$ cat config.mk
export PLATFORM = sky130hd
export DESIGN_NAME = matmult_seq_ctrl
export DESIGN_NICKNAME = d
export VERILOG_FILES = /design/src/rtl/matmult_seq_ctrl.sv
export SDC_FILE = /design/constraint.sdc
export NUM_CORES = 2
export LEC_CHECK = 0
export ABC_AREA = 1
export CORE_AREA = 2 2 365 367
export DETAILED_ROUTE_END_ITERATION = 8
export DIE_AREA = 0 0 367 369
export SKIP_LAST_GASP = 1
export SLEW_MARGIN = 20
export SYNTH_ARGS = -nofsm -noshare
export SYNTH_HDL_FRONTEND = slang
export SYNTH_SLANG_ARGS = --single-unit
$ cat constraint.sdc
create_clock -name clk -period 36.6 [get_ports clk]
set_input_delay 3.66 -clock clk [delete_from_list [all_inputs] [get_ports clk]]
set_output_delay 3.66 -clock clk [all_outputs]
set_load 0.01 [all_outputs]
$ cat src/rtl/matmult_seq_ctrl.sv
// Sequencer for the 3x3 matmult datapath: loads A/B serially, waits out LAT, drains C.
// Optional perf_cycles output enabled by defining MATMULT_SEQ_CTRL_PERF_EN.
`timescale 1ns/1ps
module matmult_seq_ctrl #(
    parameter int unsigned DW  = 32,
    parameter int unsigned LAT = 1
) (
    input  logic            clk,
    input  logic            rst,
    input  logic            in_valid,
    output logic            in_ready,
    input  logic [DW-1:0]   in_data,
    input  logic            in_last,
    output logic            out_valid,
    input  logic            out_ready,
    output logic [DW-1:0]   out_data,
    output logic            out_last,
    output logic [9*DW-1:0] dp_a,
    output logic [9*DW-1:0] dp_b,
    input  logic [9*DW-1:0] dp_c,
    output logic            busy,
    output logic            err
`ifdef MATMULT_SEQ_CTRL_PERF_EN
    ,
    output logic [31:0]     perf_cycles
`endif
);

    localparam int unsigned WW = $clog2(LAT + 1) + 1;

    typedef enum logic [1:0] {StLoad, StWait, StDrain} state_e;

    state_e          state_q, state_d;
    logic [4:0]      idx_q, idx_d;
    logic [WW-1:0]   wcnt_q, wcnt_d;
    logic [3:0]      ocnt_q, ocnt_d;
    logic [9*DW-1:0] a_q, a_d;
    logic [9*DW-1:0] b_q, b_d;
    logic [9*DW-1:0] res_q, res_d;
    logic            err_q, err_d;
    logic            load_hs;

    assign load_hs = in_valid && (state_q == StLoad);

    always_comb begin
        state_d = state_q;
        idx_d   = idx_q;
        wcnt_d  = wcnt_q;
        ocnt_d  = ocnt_q;
        a_d     = a_q;
        b_d     = b_q;
        res_d   = res_q;
        err_d   = err_q;
        unique case (state_q)
            StLoad: begin
                if (load_hs) begin
                    if (idx_q < 5'd9) begin
                        a_d[idx_q*DW +: DW] = in_data;
                    end else begin
                        b_d[(idx_q - 5'd9)*DW +: DW] = in_data;
                    end
                    if (idx_q == 5'd17) begin
                        // Missing in_last on the final word is flagged but the job still runs.
                        if (!in_last) err_d = 1'b1;
                        state_d = StWait;
                        wcnt_d  = '0;
                        idx_d   = '0;
                    end else if (in_last) begin
                        err_d = 1'b1;
                        idx_d = '0;
                    end else begin
                        idx_d = idx_q + 5'd1;
                    end
                end
            end
            StWait: begin
                if (wcnt_q == WW'(LAT)) begin
                    res_d   = dp_c;
                    ocnt_d  = '0;
                    state_d = StDrain;
                end else begin
                    wcnt_d = wcnt_q + 1'b1;
                end
            end
            StDrain: begin
                if (out_ready) begin
                    if (ocnt_q == 4'd8) state_d = StLoad;
                    else                ocnt_d  = ocnt_q + 4'd1;
                end
            end
            default: state_d = StLoad;
        endcase
    end

    always_ff @(posedge clk or posedge rst) begin
        if (rst) begin
            state_q <= StLoad;
            idx_q   <= '0;
            wcnt_q  <= '0;
            ocnt_q  <= '0;
            a_q     <= '0;
            b_q     <= '0;
            res_q   <= '0;
            err_q   <= 1'b0;
        end else begin
            state_q <= state_d;
            idx_q   <= idx_d;
            wcnt_q  <= wcnt_d;
            ocnt_q  <= ocnt_d;
            a_q     <= a_d;
            b_q     <= b_d;
            res_q   <= res_d;
            err_q   <= err_d;
        end
    end

    // in_ready is gated by rst so every output reads 0 while reset is held.
    assign in_ready  = (state_q == StLoad) && !rst;
    assign out_valid = (state_q == StDrain);
    assign out_data  = res_q[ocnt_q*DW +: DW];
    assign out_last  = out_valid && (ocnt_q == 4'd8);
    assign busy      = (state_q != StLoad) || (idx_q != 5'd0);
    assign err       = err_q;
    assign dp_a      = a_q;
    assign dp_b      = b_q;

`ifdef MATMULT_SEQ_CTRL_PERF_EN
    logic [31:0] pcnt_q, pcnt_d, perf_q, perf_d, pinc;

    assign pinc = (pcnt_q == 32'hFFFF_FFFF) ? pcnt_q : pcnt_q + 32'd1;

    always_comb begin
        pcnt_d = pinc;
        perf_d = perf_q;
        // Counting restarts at the first word of each job; idle cycles hold it at 0.
        if (state_q == StLoad && idx_q == 5'd0) pcnt_d = load_hs ? 32'd1 : 32'd0;
        if (state_q == StDrain && out_ready && ocnt_q == 4'd8) perf_d = pinc;
    end

    always_ff @(posedge clk or posedge rst) begin
        if (rst) begin
            pcnt_q <= '0;
            perf_q <= '0;
        end else begin
            pcnt_q <= pcnt_d;
            perf_q <= perf_d;
        end
    end

    assign perf_cycles = perf_q;
`endif

endmodule
==> flow_metrics.py <==
metrics = {
    "timing": {
        "fin_crit_ps": 8570,
        "slew_headroom_pct": 26.8,
        "post-route-period-util_pct": 23.4,
        "hold_viol_final": 0,
        "tightest_slew_ps": 1100,
        "rsz0062_at_grt": "no",
        "drv_slew": 0,
        "setup_viol": 0,
        "timing.fmax_mhz": 117,
        "fin_skew_ps": 34.8,
        "fin_tns_setup_ps": 0,
    },
    "synth": {
        "yosysUniqueCellTypes": 34,
        "yosys_register_bits": 878,
        "ys.flop_type": "dfrtp_1",
        "synth-edff-count": 0,
        "ys_seq_area_share_pct": 57.3,
        "synth_warnings": 0,
        "syn-cell-area_mm2": 0.0384,
        "synth_nets": 4761,
        "synth_top_area_share_pct": 57.3,
        "ys_async_sr_fraction_pct": 100,
        "synthCells": 4420,
        "ys_top_cells_by_area": "dfrtp_1, nand2_1, o21ai_0",
        "yosys.area.top_type": "dfrtp_1",
        "syn_area_per_cell_um2": 8.68,
    },
    "setup_path": {
        "crit_path_start_kind": "input pin",
        "setup.worst_path.end": "in_ready",
        "cpMostUsedCell": "clkdlybuf4s50_1",
        "cpMaxStageDelayCell": "clkdlybuf4s50_1",
        "critPathKind": "in2out",
        "arrival_ps": 4910,
        "rr_worst_depth": 19,
        "crit_required_ps": 32940,
        "cp_top_family": "buffers and inverters",
        "worst-path-stages": 3,
        "critPathBufInv": 2,
        "cp_max_fo": 2,
        "cp_cell_sequence": "clkdlybuf4s50_1 > nor3_1 > clkdlybuf4s50_1",
        "r2r_start": "idx_q[0]",
        "crit_path_end_kind": "primary output",
        "reg2reg_to": "dp_b[69]",
        "rrSetupSlack_ps": 31150,
        "slowest_delay_ps": 560,
        "crit_start": "rst",
    },
    "power": {
        "ir_drop_mv": 0.0375,
        "leakage_nw": 23.5,
        "powerDensity_mw_per_mm2": 63.4,
    },
    "drt": {
        "dr_total_vias": 35200,
        "first_pass_iters": 8,
        "vias_per_cell": 4.98,
        "drtIter0Drc": 3212,
        "drc": 0,
        "wl_met1_mm": 70.5,
        "top_layer": "met5",
        "avgRoutedWirePerCell_um": 26.2,
        "wl_met2_mm": 88.0,
        "wl_met3_mm": 16.6,
        "ant_nets": 0,
        "routed_wl_mm": 185,
    },
    "clocking": {
        "hold_buffers": 0,
        "tritoncts": "built",
        "numCtsBuffers": 99,
        "cts.repair.resized": 0,
        "cts.sinks": 878,
        "clk_path_buf_depth": 3,
        "cts-root-buf": "clkbuf_16",
        "post-cts-setup-buffer-count": 0,
        "htreeDepth": 3,
        "insertion_delay_ps": 730,
        "clk_pin_slew_ps": 50,
    },
    "finish": {
        "final_nets": 5565,
        "syn2layout_area_growth_pct": 37.3,
        "fin_area_mm2": 0.0526,
        "drive_above_1_share_pct": 7.42,
    },
    "min_path": {
        "hp-class": "reg2reg",
        "holdCritStartpoint": "dp_b[67]",
    },
    "grt": {
        "antenna_found_initial": 30,
        "grt_use_total_pct": 26.7,
        "grt-ovfl-total": 0,
        "grt_max_degree": 171,
        "grt_pass1_vias": 34500,
        "grt_pass1_wl_mm": 260,
    },
    "run": {
        "drv_cap": 0,
    },
    "floorplan": {
        "design.portCount": 938,
        "die_w_um": 367,
        "die_h_um": 369,
        "die_area_mm2": 0.135,
        "start_util_pct": 29.2,
        "core.rowCount": 133,
        "coreArea_mm2": 0.131,
    },
    "place": {
        "gp_congestion": 0.911,
        "dpl-instance-area_mm2": 0.0493,
        "portBuffers": 937,
        "dp_hpwl_mm": 133,
    },
    "run_status": {
        "outcome": "finished, final reports clean",
    },
}
metrics by stage:
| step | util (%) | hold slack [ps] | setup WS (ps) | power, mW | cells |
|---|---|---|---|---|---|
| 2_1_floorplan | - | 457 | 8260 | 1.76 | 4420 |
| 6_report | 40.1 | 468 | 28030 | 3.34 | 7066 |
| 4_1_cts | 40.1 | 464 | 27660 | 3.36 | 7049 |
| 3_3_place_gp | 37.6 | 449 | 28010 | 2.33 | 6877 |
| 5_1_grt | 40.1 | 486 | 27910 | 3.48 | 7061 |
| 3_5_place_dp | 37.6 | 449 | 28010 | 2.35 | 6877 |
layer usage:
| metal | vias to the layer above | track usage, % |
|---|---|---|
| li1 | 16000 | - |
| met1 | 17300 | 31.6 |
| met2 | 1561 | 44.0 |
| met3 | 316 | 8.33 |
| met4 | 6 | 13.0 |
| met5 | - | 0 |
tightest hold or removal path, stage by stage, from the launching register on:
cell,delay (ps)
dfrtp_1,340
nand2_1,50
nand2_1,40
worst min-delay path by stage:
stage,slack [ps],depth (start not counted),end
6_report,470,2,dp_b[67]
5_1_grt,490,2,dp_b[45]
4_1_cts,460,1,err
3_5_place_dp,450,1,err
3_3_place_gp,450,1,err
2_1_floorplan,460,1,wcnt_q[0]
logic make-up after synthesis:
kind of cell | Yosys count | share of synthesized area [%]
DFF | 878 | 57.3
muxes | 129 | 3.78
and+or+nand+nor | 2032 | 22.3
adders and majority gates | 16 | 0.522
buffers and inverters | 622 | 6.35
AOI/OAI and AO/OA | 743 | 9.74
flip-flops by register name (all words and copies together) (netlist names):
signal	count
dp_a	288
dp_b	288
res_q	288
idx_q	5
ocnt_q	4
state_q	2
wcnt_q	2
err	1
layout by cell type, fill, tap and decap left out, types with 26 or more instances in the layout:
cell	Yosys	final
nor2_1	239	231
clkbuf_16	0	100
buf_4	1	67
nand3_1	391	390
o21ai_1	103	103
clkdlybuf4s50_1	0	937
inv_1	303	300
o21ai_0	500	500
clkbuf_1	198	28
nand4_1	26	26
dfrtp_1	878	875
nor3_1	44	44
nand2_1	1239	1231
a21oi_1	132	132
nand3b_1	54	54
mux2_2	128	128
synthesized netlist by cell type, types with 26 or more instances:
cell	number
nand4_1	26
clkbuf_1	198
a21oi_1	132
nor3_1	44
inv_1	303
dfrtp_1	878
nand3b_1	54
mux2_2	128
nand3_1	391
buf_1	29
o21ai_1	103
nand2_1	1239
nor2_1	239
buf_2	78
o21ai_0	500
power breakdown:
group | internal (mW) | switching, mW
logic | 0.376 | 0.664
clock network | 0.576 | 0.431
registers | 1.18 | 0.105
total | 2.14 | 1.20
area by class of cell:
cell class              instances  area, um2
diodes                         16       40.0
clock buffers                 150       2910
clock inverters                22        294
fillers                     13300      78500
inverters                     316       1200
multi-input cells            2920      14100
flip-flops and latches        878      22000
well taps                    1755       2200
repair buffers               1009       9970
(Power assumes the default switching activity.)
